File: config.mk
export PLATFORM = sky130hd
export DESIGN_NAME = mem_stage_lsu_flat
export DESIGN_NICKNAME = d
export VERILOG_FILES = /design/src/rtl/lsu_pkg.sv /design/src/rtl/mem_stage_lsu_if.sv /design/src/rtl/lsu_align.sv /design/src/rtl/mem_stage_lsu.sv /design/src/flat_wrapper.sv
export SDC_FILE = /design/constraint.sdc
export NUM_CORES = 1
export LEC_CHECK = 0
export ABC_AREA = 1
export CAP_MARGIN = 20
export CELL_PAD_IN_SITES_DETAIL_PLACEMENT = 1
export CELL_PAD_IN_SITES_GLOBAL_PLACEMENT = 1
export CORE_ASPECT_RATIO = 0.7
export CORE_UTILIZATION = 16
export CTS_CLUSTER_SIZE = 16
export DETAILED_ROUTE_END_ITERATION = 12
export PLACE_DENSITY = 0.86
export SETUP_SLACK_MARGIN = 0.05
export SYNTH_ARGS = -nofsm -noshare
export SYNTH_HDL_FRONTEND = slang
export SYNTH_SLANG_ARGS = --single-unit
export TNS_END_PERCENT = 1
File: constraint.sdc
create_clock -name clk -period 3.5 [get_ports clk]
set_input_delay 0.525 -clock clk [delete_from_list [all_inputs] [get_ports clk]]
set_output_delay 0.525 -clock clk [all_outputs]
set_load 0.03 [all_outputs]
File: src/rtl/lsu_pkg.sv
// rtl/lsu_pkg.sv - shared encodings for the memory-stage load/store unit
package lsu_pkg;

    localparam logic [2:0] F3_LB  = 3'b000;
    localparam logic [2:0] F3_LH  = 3'b001;
    localparam logic [2:0] F3_LW  = 3'b010;
    localparam logic [2:0] F3_LBU = 3'b100;
    localparam logic [2:0] F3_LHU = 3'b101;

    // Writeback select, shared with the MEM/WB register and the WB mux
    localparam logic [1:0] RS_ALU = 2'b00;
    localparam logic [1:0] RS_MEM = 2'b01;
    localparam logic [1:0] RS_PC4 = 2'b10;

    typedef enum logic [1:0] {
        IDLE = 2'b00,
        REQ  = 2'b01,
        WAIT = 2'b10
    } lsu_state_t;

endpackage

File: src/rtl/mem_stage_lsu_if.sv
// rtl/mem_stage_lsu_if.sv - data-memory request/grant/rvalid bus
interface mem_stage_lsu_if;
    logic        req;
    logic        we;
    logic [31:0] addr;
    logic [3:0]  be;
    logic [31:0] wdata;
    logic        gnt;
    logic        rvalid;
    logic [31:0] rdata;

    modport master (output req, we, addr, be, wdata, input gnt, rvalid, rdata);
    modport slave  (input req, we, addr, be, wdata, output gnt, rvalid, rdata);
endinterface

File: src/rtl/lsu_align.sv
// rtl/lsu_align.sv - store lane/byte-enable generation and load extraction
module lsu_align
    import lsu_pkg::*;
(
    input  logic [1:0]  st_size,
    input  logic [1:0]  st_off,
    input  logic [31:0] store_data,
    output logic [3:0]  be,
    output logic [31:0] wdata,
    input  logic [2:0]  ld_funct3,
    input  logic [1:0]  ld_off,
    input  logic [31:0] rdata,
    output logic [31:0] load_data
);

    logic [31:0] shifted;

    always_comb begin
        be    = 4'b1111;
        wdata = store_data;
        case (st_size)
            2'b00: begin
                be    = 4'b0001 << st_off;
                wdata = {4{store_data[7:0]}};
            end
            2'b01: begin
                be    = 4'b0011 << st_off;
                wdata = {2{store_data[15:0]}};
            end
            default: ;
        endcase
    end

    // Bring the addressed lane down to bit 0 before extending
    assign shifted = rdata >> {ld_off, 3'b000};

    always_comb begin
        load_data = shifted;
        case (ld_funct3)
            F3_LB:  load_data = {{24{shifted[7]}}, shifted[7:0]};
            F3_LH:  load_data = {{16{shifted[15]}}, shifted[15:0]};
            F3_LBU: load_data = {24'h0, shifted[7:0]};
            F3_LHU: load_data = {16'h0, shifted[15:0]};
            default: ;
        endcase
    end

endmodule

File: src/rtl/mem_stage_lsu.sv
// rtl/mem_stage_lsu.sv - RV32I memory-stage LSU; LSU_STATS_EN adds access/stall counters
module mem_stage_lsu
    import lsu_pkg::*;
#(
    parameter int XLEN = 32
`ifdef LSU_STATS_EN
    , parameter int STAT_W = 32
`endif
) (
    input  logic            clk,
    input  logic            rst_n,
    input  logic            ex_valid,
    input  logic            mem_rd,
    input  logic            mem_wr,
    input  logic [2:0]      funct3,
    input  logic [XLEN-1:0] alu_addr,
    input  logic [XLEN-1:0] store_data,
    input  logic [4:0]      rd_in,
    input  logic            reg_wrt_in,
    input  logic [1:0]      rslt_src_in,
    input  logic [XLEN-1:0] pc4_in,
    output logic            mem_stall,
    output logic            wb_valid,
    output logic [XLEN-1:0] read_data,
    output logic [XLEN-1:0] alu_out,
    output logic [4:0]      rd_out,
    output logic            reg_wrt_out,
    output logic [1:0]      rslt_src_out,
    output logic [XLEN-1:0] pc4_out,
    output logic            misalign_exc,
    mem_stage_lsu_if.master dmem
`ifdef LSU_STATS_EN
    ,
    output logic [STAT_W-1:0] stat_loads,
    output logic [STAT_W-1:0] stat_stores,
    output logic [STAT_W-1:0] stat_stall_cycles
`endif
);

    lsu_state_t  state, state_nx;
    logic [2:0]  ld_f3_q;
    logic [1:0]  ld_off_q;
    logic        latch;
    logic        req;
    logic        is_mem;
    logic        misaligned;
    logic        load_done;
    logic        store_done;
    logic [3:0]  be_c;
    logic [31:0] wdata_c;
    logic [31:0] load_data;

    assign is_mem     = mem_rd | mem_wr;
    assign misaligned = is_mem & (((funct3[1:0] == 2'b10) & (alu_addr[1:0] != 2'b00)) |
                                  ((funct3[1:0] == 2'b01) & alu_addr[0]));

    lsu_align u_align (
        .st_size    (funct3[1:0]),
        .st_off     (alu_addr[1:0]),
        .store_data (store_data),
        .be         (be_c),
        .wdata      (wdata_c),
        .ld_funct3  (ld_f3_q),
        .ld_off     (ld_off_q),
        .rdata      (dmem.rdata),
        .load_data  (load_data)
    );

    always_ff @(posedge clk or negedge rst_n) begin
        if (!rst_n) begin
            state    <= IDLE;
            ld_f3_q  <= 3'b000;
            ld_off_q <= 2'b00;
        end else begin
            state <= state_nx;
            if (latch) begin
                ld_f3_q  <= funct3;
                ld_off_q <= alu_addr[1:0];
            end
        end
    end

    // Outputs are held quiet while reset is asserted, independent of the inputs
    always_comb begin
        state_nx     = state;
        req          = 1'b0;
        mem_stall    = 1'b0;
        wb_valid     = 1'b0;
        misalign_exc = 1'b0;
        read_data    = '0;
        latch        = 1'b0;
        load_done    = 1'b0;
        store_done   = 1'b0;
        if (rst_n) begin
            case (state)
                IDLE, REQ: begin
                    if (!ex_valid) begin
                        state_nx = IDLE;
                    end else if (!is_mem) begin
                        wb_valid = 1'b1;
                    end else if (misaligned) begin
                        misalign_exc = 1'b1;
                        wb_valid     = 1'b1;
                        state_nx     = IDLE;
                    end else begin
                        req = 1'b1;
                        if (dmem.gnt) begin
                            if (mem_wr) begin
                                wb_valid   = 1'b1;
                                store_done = 1'b1;
                                state_nx   = IDLE;
                            end else begin
                                latch     = 1'b1;
                                mem_stall = 1'b1;
                                state_nx  = WAIT;
                            end
                        end else begin
                            mem_stall = 1'b1;
                            state_nx  = REQ;
                        end
                    end
                end
                WAIT: begin
                    if (dmem.rvalid) begin
                        wb_valid  = 1'b1;
                        read_data = load_data;
                        load_done = 1'b1;
                        state_nx  = IDLE;
                    end else begin
                        mem_stall = 1'b1;
                    end
                end
                default: state_nx = IDLE;
            endcase
        end
    end

    assign dmem.req   = req;
    assign dmem.we    = req & mem_wr;
    assign dmem.addr  = {alu_addr[31:2], 2'b00};
    assign dmem.be    = req ? be_c : 4'b0000;
    assign dmem.wdata = wdata_c;

    assign alu_out      = alu_addr;
    assign rd_out       = rd_in;
    assign rslt_src_out = rslt_src_in;
    assign pc4_out      = pc4_in;
    assign reg_wrt_out  = reg_wrt_in & wb_valid & ~misalign_exc;

`ifdef LSU_STATS_EN
    always_ff @(posedge clk or negedge rst_n) begin
        if (!rst_n) begin
            stat_loads        <= '0;
            stat_stores       <= '0;
            stat_stall_cycles <= '0;
        end else begin
            if (load_done)  stat_loads        <= stat_loads + 1'b1;
            if (store_done) stat_stores       <= stat_stores + 1'b1;
            if (mem_stall)  stat_stall_cycles <= stat_stall_cycles + 1'b1;
        end
    end
`endif

endmodule

File: src/flat_wrapper.sv
// flat-port wrapper written by rule: the top's interface ports become plain ports
module mem_stage_lsu_flat import lsu_pkg::*;
#(
    parameter int XLEN = 32

)
  (clk, rst_n, ex_valid, mem_rd, mem_wr, funct3, alu_addr, store_data, rd_in, reg_wrt_in, rslt_src_in, pc4_in, mem_stall, wb_valid, read_data, alu_out, rd_out, reg_wrt_out, rslt_src_out, pc4_out, misalign_exc, dmem_req, dmem_we, dmem_addr, dmem_be, dmem_wdata, dmem_gnt, dmem_rvalid, dmem_rdata);
  mem_stage_lsu_if dmem_i ();
  input  logic clk;
  input  logic rst_n;
  input  logic ex_valid;
  input  logic mem_rd;
  input  logic mem_wr;
  input  logic [2:0] funct3;
  input  logic [XLEN-1:0] alu_addr;
  input  logic [XLEN-1:0] store_data;
  input  logic [4:0] rd_in;
  input  logic reg_wrt_in;
  input  logic [1:0] rslt_src_in;
  input  logic [XLEN-1:0] pc4_in;
  output logic mem_stall;
  output logic wb_valid;
  output logic [XLEN-1:0] read_data;
  output logic [XLEN-1:0] alu_out;
  output logic [4:0] rd_out;
  output logic reg_wrt_out;
  output logic [1:0] rslt_src_out;
  output logic [XLEN-1:0] pc4_out;
  output logic misalign_exc;
  output wire logic [$bits(dmem_i.req)-1:0] dmem_req;
  output wire logic [$bits(dmem_i.we)-1:0] dmem_we;
  output wire logic [$bits(dmem_i.addr)-1:0] dmem_addr;
  output wire logic [$bits(dmem_i.be)-1:0] dmem_be;
  output wire logic [$bits(dmem_i.wdata)-1:0] dmem_wdata;
  input wire logic [$bits(dmem_i.gnt)-1:0] dmem_gnt;
  input wire logic [$bits(dmem_i.rvalid)-1:0] dmem_rvalid;
  input wire logic [$bits(dmem_i.rdata)-1:0] dmem_rdata;
  assign dmem_req = dmem_i.req;
  assign dmem_we = dmem_i.we;
  assign dmem_addr = dmem_i.addr;
  assign dmem_be = dmem_i.be;
  assign dmem_wdata = dmem_i.wdata;
  assign dmem_i.gnt = dmem_gnt;
  assign dmem_i.rvalid = dmem_rvalid;
  assign dmem_i.rdata = dmem_rdata;
  mem_stage_lsu #(.XLEN(XLEN)) u_core (.clk(clk), .rst_n(rst_n), .ex_valid(ex_valid), .mem_rd(mem_rd), .mem_wr(mem_wr), .funct3(funct3), .alu_addr(alu_addr), .store_data(store_data), .rd_in(rd_in), .reg_wrt_in(reg_wrt_in), .rslt_src_in(rslt_src_in), .pc4_in(pc4_in), .mem_stall(mem_stall), .wb_valid(wb_valid), .read_data(read_data), .alu_out(alu_out), .rd_out(rd_out), .reg_wrt_out(reg_wrt_out), .rslt_src_out(rslt_src_out), .pc4_out(pc4_out), .misalign_exc(misalign_exc), .dmem(dmem_i));
endmodule
==> metrics.yaml <==
comb_power_share_pct: 69.3
mostFrequentLayoutCell: "nand2_1"
p_leak_nw: 1.625
finalCritPeriodShare_pct: 91.95
drc: 4
max_slew.worst_pin.slew_ns: 1.005
cellPowerDensity_mw_per_mm2: 298.6
swShare_pct: 51.12
clkLatencyLatePin_ns: 0.23
seqCellArea_um2: 175.2
routedWlPerCell_um: 16.32
worstSetupPathType: "primary input to primary output"
start_util_pct: 16.35
fin_worst_skew_ns: 0.001217
setup_violations: 0
clock_path_buffers: 2
maxCapViolCount: 0
rows: 38
final_antenna_net_count: 0
yosys_warnings: 0
cp_data_required_time_ns: 2.97
finish.utilization_pct: 22.35
critPathMaxFanout: 8
final_cell_mix: "nand2_1 (136), clkdlybuf4s50_1 (106), buf_4 (43)"
cp.arrival_ns: 2.69
cts_htree_levels: 1
end_kind: "primary output"
vias: 2739
hold_viol: 0
yosysSeqAreaShare_pct: 6.914
cts-resized-gates: 0
avgSynthCellArea_um2: 5.798
track_usage_pct: 12.71
dp_hpwl_mm: 9.135
status: "finished with violations"
totalWireLength_mm: 10.92
netlist-cell-type-count: 28
nets: 616
clkTransAtPathRegs_ns: 0.04
drive_gt1_share_pct: 15.99
grt_pass1_wl_mm: 15.91
p_clk_share_pct: 18.7
core_area_mm2: 0.01550
slew-limit-headroom_pct: 32.76
total_power_mw: 1.035
numClockSinks: 7
fmax_mhz: 310.7
p_sw_mw: 0.5288
p_int_mw: 0.5057
dr.pass1.iters: 9
num_antenna_cells: 0
die_h_um: 107.3
cts_buffers: 3
period_needed_ns: 3.218
synth_cells: 437
final.setup.tns_ns: 0
finalMaxSlewViolations: 0
portBuffers: 152
stdcell_count: 669
die_area_mm2: 0.01635
multi_input_area_mm2: 0.001280
ys_ff_latch: 7
critPathLaunchType: "primary input"
nFillCells: 1939
place_congestion: 0.8387
overflow: 0
placedCellCount: 665
post_cts_buffers: 0
die_w_um: 152.4
grt_pass1_vias: 2646
grt_start_max_net_pins: 34
postCtsHoldBufs: 0
antenna_found_initial: 0
pin_count: 323
synthesis.area_mm2: 0.002534
tritoncts: "yes"
cts_root_buf: "clkbuf_16"
syn_to_final_growth_pct: 36.74
violations: "design-rule violations"
drt-vias-per-instance: 4.094
hold_class: "flop to flop"
ir_worst_vdd_v: 0.0001480
drt_iter0_drc: 167
rsz0062_at_grt: "false"
p_seq_share_pct: 11.9
metrics by stage:
step	hold slack (ns)	setup slack, ns	instance area (um2)
finish	0.5301	0.2817	3465
floorplan	0.2294	1.181	2537
global route	0.5707	0.07474	3465
CTS	0.5304	0.2299	3465
detailed placement	0.5318	0.2407	3386
global placement	0.5094	0.2845	3386
area by class of cell:
type | instances | share of cell area [%]
repair buffers | 157 | 44.56
flip-flops and latches | 7 | 5.056
well taps | 200 | 7.223
multi-input cells | 266 | 36.94
inverters | 35 | 3.936
clock buffers | 4 | 2.275
cell usage after synthesis:
cell type | instances | area, um2
nand2_1 | 136 | 510.5
buf_4 | 111 | 833.3
inv_1 | 31 | 116.4
o21ai_0 | 28 | 140.1
a21oi_1 | 20 | 100.1
nor2_1 | 20 | 75.07
nand3_1 | 19 | 95.09
nor2_4 | 11 | 123.9
a31oi_1 | 8 | 50.05
buf_2 | 8 | 40.04
o211ai_1 | 8 | 60.06
clkbuf_1 | 7 | 26.28
dfrtp_1 | 7 | 175.2
o21ai_1 | 3 | 15.01
buf_6 | 2 | 22.52
inv_2 | 2 | 7.510
inv_4 | 2 | 12.51
nand2_4 | 2 | 22.52
nand3_2 | 2 | 20.02
o21a_1 | 2 | 15.01
a211oi_1 | 1 | 7.510
buf_1 | 1 | 3.750
buf_12 | 1 | 20.02
conb_1 | 1 | 3.750
nand3_4 | 1 | 17.52
nand3b_1 | 1 | 7.510
nand4_1 | 1 | 6.260
nor2_2 | 1 | 6.260
power by group through the flow:
stage / combinational [mW] / sequential [mW] / clock [mW]
2_1_floorplan: 0.682 / 0.106 / 0
3_3_place_gp: 0.716 / 0.127 / 0
3_5_place_dp: 0.721 / 0.125 / 0
4_1_cts: 0.723 / 0.125 / 0.198
5_1_grt: 0.785 / 0.128 / 0.206
6_report: 0.717 / 0.123 / 0.194
layer usage:
| metal | up-vias | share of wire (%) | global-route usage (%) |
|---|---|---|---|
| li1 | 1331 | - | - |
| met1 | 1247 | 46 | 16.90 |
| met2 | 159 | 42 | 17.87 |
| met3 | 2 | 12 | 7.528 |
| met4 | 0 | 0.037 | 1.093 |
| met5 | - | 0 | 0 |
state kept, by name, summed over array words and instances, names as in the netlist:
signal           flops
u_core.ld_f3_q       3
u_core.ld_off_q      2
u_core.state         2
final timing paths:
path,cells past startpoint,from,to,slack [ns]
setup / recovery,8,dmem_rvalid,read_data[6],0.28
hold / removal,2,u_core.state[0]$_DFFE_PN0P_,u_core.state[0]$_DFFE_PN0P_,0.53
setup reg to reg,6,u_core.state[1]$_DFFE_PN0P_,u_core.ld_off_q[0]$_DFFE_PN0P_,1.83
hold reg to reg,2,u_core.state[0]$_DFFE_PN0P_,u_core.state[0]$_DFFE_PN0P_,0.53
max in group asynchronous,2,rst_n,u_core.ld_off_q[0]$_DFFE_PN0P_,2.73
min in group asynchronous,2,rst_n,u_core.state[1]$_DFFE_PN0P_,0.63
worst max-delay path, cell delays in order:
cell	delay, ns
clkdlybuf4s50_1	0.49
inv_1	0.05
nor2_1	0.14
nand2_1	0.30
inv_4	0.22
o21ai_0	0.11
a31oi_1	0.17
clkdlybuf4s50_1	0.69
cell families after synthesis:
| family | share of synthesized area (%) |
|---|---|
| flops | 6.914 |
| other cells | 0.1480 |
| buf+inv | 42.72 |
| compound gates | 15.31 |
| simple gates | 34.91 |
Power figures use the tool's default switching activity.
